`config.mk`:
```
export PLATFORM = sky130hd
export DESIGN_NAME = index_encoder
export DESIGN_NICKNAME = d
export VERILOG_FILES = /design/src/rtl/index_encoder.sv
export SDC_FILE = /design/constraint.sdc
export NUM_CORES = 1
export LEC_CHECK = 0
export ABC_CLOCK_PERIOD_IN_PS = 5400
export BUFFER_PORTS_ARGS = -buffer_cell sky130_fd_sc_hd__buf_2
export CAP_MARGIN = 25
export CORE_MARGIN = 1
export CORE_UTILIZATION = 35
export DETAILED_ROUTE_END_ITERATION = 8
export PLACE_DENSITY = 0.53
export RECOVER_POWER = 100
export SYNTH_ARGS = -nofsm -noshare
export SYNTH_HDL_FRONTEND = slang
export SYNTH_SLANG_ARGS = --single-unit
```
`constraint.sdc`:
```
create_clock -name clk -period 5.4 [get_ports clk]
set_input_delay 1.08 -clock clk [delete_from_list [all_inputs] [get_ports clk]]
set_output_delay 1.08 -clock clk [all_outputs]
set_load 0.005 [all_outputs]
```
`src/rtl/index_encoder.sv`:
```
// ---------------------------------------------------------------------------
// index_encoder
//
// Converts a captured 16-bit enable/one-hot vector back into 4-bit indices.
// A vector is taken on the input valid/ready handshake. The index of each set
// bit is then emitted in ascending order, one per output handshake, together
// with last/error flags and the vector's population count.
//
// Parameters
//   STRICT     0: serialize every set bit
//              1: one-hot check mode, exactly one beat per vector
//
// Ports
//   clk        rising-edge clock
//   rst        synchronous, active-high reset
//   in_valid   in_vec is valid
//   in_ready   block can accept a vector (high exactly when idle)
//   in_vec     enable vector, bit i <-> index i
//   out_valid  out_idx/out_last/out_err/out_cnt are valid
//   out_ready  downstream consumes the beat
//   out_idx    index of the current set bit (0 when none)
//   out_last   final beat for the captured vector
//   out_err    vector not exactly one-hot (zero, or multi-hot when STRICT=1)
//   out_cnt    popcount of the captured vector, 0..16
// ---------------------------------------------------------------------------
module index_encoder #(
   parameter bit STRICT = 1'b0
) (
   input  logic        clk,
   input  logic        rst,
   input  logic        in_valid,
   output logic        in_ready,
   input  logic [15:0] in_vec,
   output logic        out_valid,
   input  logic        out_ready,
   output logic [3:0]  out_idx,
   output logic        out_last,
   output logic        out_err,
   output logic [4:0]  out_cnt
);

   typedef enum logic {IDLE, EMIT} state_t;

   state_t      state, state_nxt;
   logic [15:0] rem;       // bits not yet emitted
   logic [4:0]  cnt;       // popcount of the captured vector
   logic        err;       // captured vector is not a valid one-hot
   logic [4:0]  in_cnt;
   logic [3:0]  low_idx;
   logic        rem_le1;   // rem has at most one bit set

   function automatic logic [4:0] popcount(input logic [15:0] v);
      logic [4:0] n;
      n = '0;
      for (int i = 0; i < 16; i++) n = n + {4'd0, v[i]};
      return n;
   endfunction

   assign in_cnt = popcount(in_vec);

   // Scan from the top down so the lowest set bit is the last one written.
   always_comb begin
      low_idx = '0;
      for (int i = 15; i >= 0; i--) begin
         if (rem[i]) low_idx = 4'(i);
      end
   end

   // Clearing the lowest set bit leaves zero exactly when at most one bit was
   // set; rem==0 also lands here since 0 & 16'hFFFF is zero.
   assign rem_le1 = ((rem & (rem - 16'd1)) == 16'd0);

   // NOTE: state elements use non-blocking assignments so every register
   // samples the pre-edge values of the others, independent of block order.
   always_ff @(posedge clk) begin
      if (rst) state <= IDLE;
      else     state <= state_nxt;
   end

   // NOTE: every output of this block gets a default before the case, so no
   // path leaves a signal unassigned and no latch is inferred.
   always_comb begin
      state_nxt = state;
      in_ready  = 1'b0;
      out_valid = 1'b0;
      out_idx   = '0;
      out_last  = 1'b0;
      out_err   = 1'b0;
      out_cnt   = '0;
      case (state)
         IDLE: begin
            in_ready = 1'b1;
            if (in_valid) state_nxt = EMIT;
         end
         EMIT: begin
            out_valid = 1'b1;
            out_idx   = low_idx;
            out_last  = STRICT ? 1'b1 : rem_le1;
            out_err   = err;
            out_cnt   = cnt;
            if (out_ready && out_last) state_nxt = IDLE;
         end
         default: state_nxt = IDLE;
      endcase
   end

   // Outputs are built only from rem/cnt/err, so they hold still while a beat
   // is stalled and in_vec never reaches them combinationally.
   always_ff @(posedge clk) begin
      if (rst) begin
         rem <= '0;
         cnt <= '0;
         err <= 1'b0;
      end else if (in_valid && in_ready) begin
         rem <= in_vec;
         cnt <= in_cnt;
         err <= STRICT ? (in_cnt != 5'd1) : (in_vec == 16'd0);
      end else if (out_valid && out_ready) begin
         // The final beat empties rem so the idle state starts clean.
         rem <= out_last ? 16'd0 : (rem & (rem - 16'd1));
      end
   end

endmodule

```
# Word-level counts from Yosys, hierarchy flattened
# Index checks and enable logic that the tools add are counted.
totals:
  regBits: 23
  inputBits: 20
  wordCells: 56
classes:
  add_sub_neg: 16
  muxes: 28
  n_bitwise: 2
  n_reduce_logical: 6
op_table:
  columns: ["operator", "count"]
  rows:
  - ["$mux W4", 17]
  - ["$add A5 B1 Y5", 11]
  - ["$mux W16", 3]
  - ["$logic_not A16 Y1", 2]
  - ["$and A16 B16 Y16", 1]
  - ["$sub A16 B1 Y16 const B", 1]
  - ["$mux W1", 6]
  - ["$add A4 B1 Y5", 1]
  - ["$mux W5", 1]
  - ["$add A3 B1 Y4", 1]
  - ["$add A2 B1 Y3", 1]
  - ["$logic_and A1 B1 Y1", 3]
  - ["$add A1 B1 Y2", 1]
  - ["$pmux W1 S2", 1]
  - ["$reduce_bool A2 Y1", 1]
  - ["$not A1 Y1", 1]

# Longest topological paths before layout
depth:
  depth_word: 17
  ltp_mapped: 14
  depth_no_buf: 14

# Worst setup path after synthesis
# OpenSTA, ideal clock, no wires.
synth_path:
  path_kind: "input to register"
  start: "input in_vec[0]"
  end: "register cnt[3]"
  setup_ns: 0.071
  arrival_ns: 4.061
  required_ns: 5.329
  setup_slack_ns: 1.268
  cell_stages: 12
  path_buffers: 0
  cell_sequence: "inv_1 > fa_1 > fa_1 > fa_1 > fa_1 > inv_1 > ha_1 > a21o_1 > a21oi_1 > xnor2_1 > nand2_1 > a21oi_1"
synth_via:
  elab_chain_cells: 15
synth_lines:
  columns: ["item", "line_no", "source"]
  rows:
  - ["start, declared", "33", "input logic [15:0] in_vec,"]
  - ["$add A1 B1 Y2", "55", "for (int i = 0; i < 16; i++) n = n + {4'd0, v[i]};"]
  - ["$add A2 B1 Y3", "55", null]
  - ["$add A3 B1 Y4", "55", null]
  - ["$add A4 B1 Y5", "55", null]
  - ["$add A5 B1 Y5 (11 in series)", "55", null]
  - ["end signal, assigned", "116", "cnt <= in_cnt;"]
  - ["end, declared", "46", "logic [4:0] cnt;"]
# No other way between the ends.
# A chain may end at the register's enable or synchronous reset.

# Worst setup path in the final report
layout_path:
  start: "input in_vec[1]"
  end: "register cnt[3]"
# Same word-level chain as after synthesis.

==> impl_metrics.csv <==
group,metric,value,unit
finish,n_fill_cell,540,
worst_setup_path,worstPathRequired,5.61,ns
routing,viasPerCell,5.333,
power_and_ir_drop,leakagePower,0.8591,nW
global_routing,grt_pass1_vias,1635,
clocking,clock_sinks,23,
logic_synthesis,ys_seq_area_frac,0.2588,
clocking,clockBufferDepth,2,
run_status,status,"complete, no violations",
place,io_buffer_count,32,
logic_synthesis,yosys_warnings,0,
global_routing,antenna_found_initial,0,
floorplanning,fp-row-count,25,
timing,drv_slew,0,
timing,setup_violations,0,
power_and_ir_drop,ir_drop,187.4,µV
logic_synthesis,netlist_area,0.001779,mm²
logic_synthesis,syn_inst,234,
finish,diodes,0,
floorplanning,ios,33,
clocking,cts_tree,"built",
global_routing,grt_pass1_wl,8.100,mm
global_routing,grt-ovfl-total,0,
timing,clock_skew,0.001968,ns
routing,route.detailed.drc,0,
floorplanning,die_w,73.30,µm
logic_synthesis,ys.flop_type,"dfxtp_1",
global_routing,grt_max_degree,24,
logic_synthesis,synthesis.nets,270,
clocking,cts.clk_slew.worst_paths,0.09,ns
logic_synthesis,yosysTopAreaCell,"dfxtp_1",
finish,synthToLayoutAreaGrowth,11.32,%
timing,rsz0062_at_grt,"false",
place,place_hpwl,3.628,mm
logic_synthesis,synth-compound-area-share,0.2314,
routing,wl_per_cell,15.18,µm
routing,ant_nets,0,
floorplanning,dieHeight,73.30,µm
finish,nets,294,
place,place.gp.congestion,0.7942,
timing,hold_ws,0.4557,ns
logic_synthesis,synthArstFlopShare,0,
timing,final_hold_viol_count,0,
logic_synthesis,synth_cell_types,44,
clocking,holdBufCountCts,0,
worst_setup_path,path_class,"in2reg",
timing,timing.fmax,0.2419,GHz
hold_path,hp-class,"reg2reg",
timing,slew_headroom,0.2484,
floorplanning,coreArea,0.004817,mm²
routing,wl,4.918,mm
timing,period_minus_slack,4.135,ns
worst_setup_path,critPathMaxFanout,2,
routing,dr.pass1.iters,5,
worst_setup_path,startpoint_type,"primary input",
timing,period_share,0.7657,
timing,fin_setup_tns,0,ns
floorplanning,start_util,0.3694,
worst_setup_path,endpoint_kind,"register",
logic_synthesis,synth_top_family_by_area,"simple AND/OR/NAND/NOR gates",
clocking,cts-resized-gates,0,
finish,finish.utilization,0.4112,
logic_synthesis,yosys-top-cells-area,"dfxtp_1 26%, fa_1 11%, nor2_1 6.8%",
worst_setup_path,regToRegSetupSlack,2.87,ns
logic_synthesis,synth-xor-area-share,0.004923,
finish,drive_gt1_frac,0.1245,
clocking,clk_latency,0.27,ns
logic_synthesis,synthAdderAreaFrac,0.1603,
global_routing,track_usage,0.2001,
power_and_ir_drop,power.density,289.5,mW/mm²
timing,tightest_slew,1.127,ns
logic_synthesis,synth-simple-area-share,0.2440,
clocking,cts_root_buf,"clkbuf_8",
worst_setup_path,arrival,4.34,ns
logic_synthesis,synthMuxAreaShare,0,
logic_synthesis,synth_edf_count,0,
logic_synthesis,synth_top_area_frac,0.2588,
routing,dr.first_iter.drc_count,131,
logic_synthesis,avgSynthCellArea,7.603,µm²
logic_synthesis,ys_seq_elements,23,
routing,routed-via-count,1728,
floorplanning,die_area,0.005373,mm²
job,cap_violations,0,
clocking,cts_inserted_buffers,3,
clocking,htreeDepth,1,
clocking,cts_setup_buffers,0,
routing by layer:
metal	part of all wire	GRT usage	routed length (µm)	up-vias
met2	0.47	0.3323	2336	52
met5	0	0	0	-
met3	0.052	0.03155	258	10
li1	-	-	-	853
met4	0.029	0.07479	145	0
met1	0.44	0.2622	2178	813
cell type report:
class | count | area, µm² | area share
sequential | 23 | 460.4 | 0.2325
clock buffer | 3 | 41.29 | 0.02085
clock inverter | 1 | 5.005 | 0.002527
tap | 67 | 83.83 | 0.04232
timing repair buffer | 33 | 152.6 | 0.07707
multi-input combinational | 167 | 1125 | 0.5679
inverter | 30 | 112.6 | 0.05685
registers in the layout (all words and copies together) (netlist names):
| signal | cells |
|---|---|
| err | 1 |
| cnt | 5 |
| state | 1 |
| rem | 16 |
path summary, 6_finish.rpt:
path	cells after the start	endpoint	startpoint
max	13	cnt[3]	in_vec[1]
min	2	err	err
max reg2reg	6	state	rem[0]
min reg2reg	2	err	err
synth_stat cells (2+ instances only):
cell type / count
nor3_1: 4
nor4b_1: 2
or4_1: 2
and2_1: 7
a22oi_1: 13
nand4_1: 4
clkbuf_1: 9
and3_1: 2
buf_2: 2
nor4_1: 2
inv_1: 30
nor4_2: 2
dfxtp_1: 23
ha_1: 6
nor2_1: 32
o41ai_1: 2
o22ai_1: 2
a21oi_1: 17
nand2_1: 17
nand3_1: 4
nor2b_1: 4
fa_1: 10
o31ai_1: 2
o21ai_0: 15
o211ai_1: 2
through the flow:
stage                     std cells  setup WS [ns]  power, mW  area, µm²
after detailed placement        320         0.9665     0.4657       1964
after global routing            324          1.061     0.6268       1981
final                           324          1.265     0.5733       1981
after CTS                       324          1.273     0.5826       2011
after floorplan                 234          1.268     0.3966       1779
after global placement          320          1.026     0.4665       1964
critical path, cell delays in order:
cell	delay, ns
clkbuf_1	0.10
inv_1	0.08
fa_1	0.53
fa_1	0.45
fa_1	0.43
fa_1	0.58
inv_1	0.06
ha_1	0.29
a21o_1	0.18
a21oi_1	0.19
xnor2_1	0.14
nand2_1	0.06
a21oi_1	0.18
cell families (layout without fill, tap and decap cells):
group	after synthesis	count (layout)
compound gates	64	64
xor+xnor	1	1
fa+ha+maj	17	17
buf+inv	44	67
flops	23	23
simple gates	85	85
report_power, final:
part	total, mW	switching, mW	internal, mW
logic	0.247	0.138	0.109
clock network	0.117	0.0656	0.0518
registers	0.209	0.0224	0.186
cells in the final DEF (no fill, tap or decap), drive strengths merged, types with 3 or more instances in the layout:
master  Yosys  final
nor4        5      5
fa         10     10
nand2      18     18
nor3        4      4
nor2b       4      4
a21oi      17     17
nor2       32     32
o31ai       3      3
nand4       4      4
clkbuf      9     14
inv        30     30
o21ai      15     15
ha          6      6
nand3       4      4
and2        7      7
dfxtp      23     23
a22oi      13     13
buf         5     22
(Power assumes the default switching activity.)
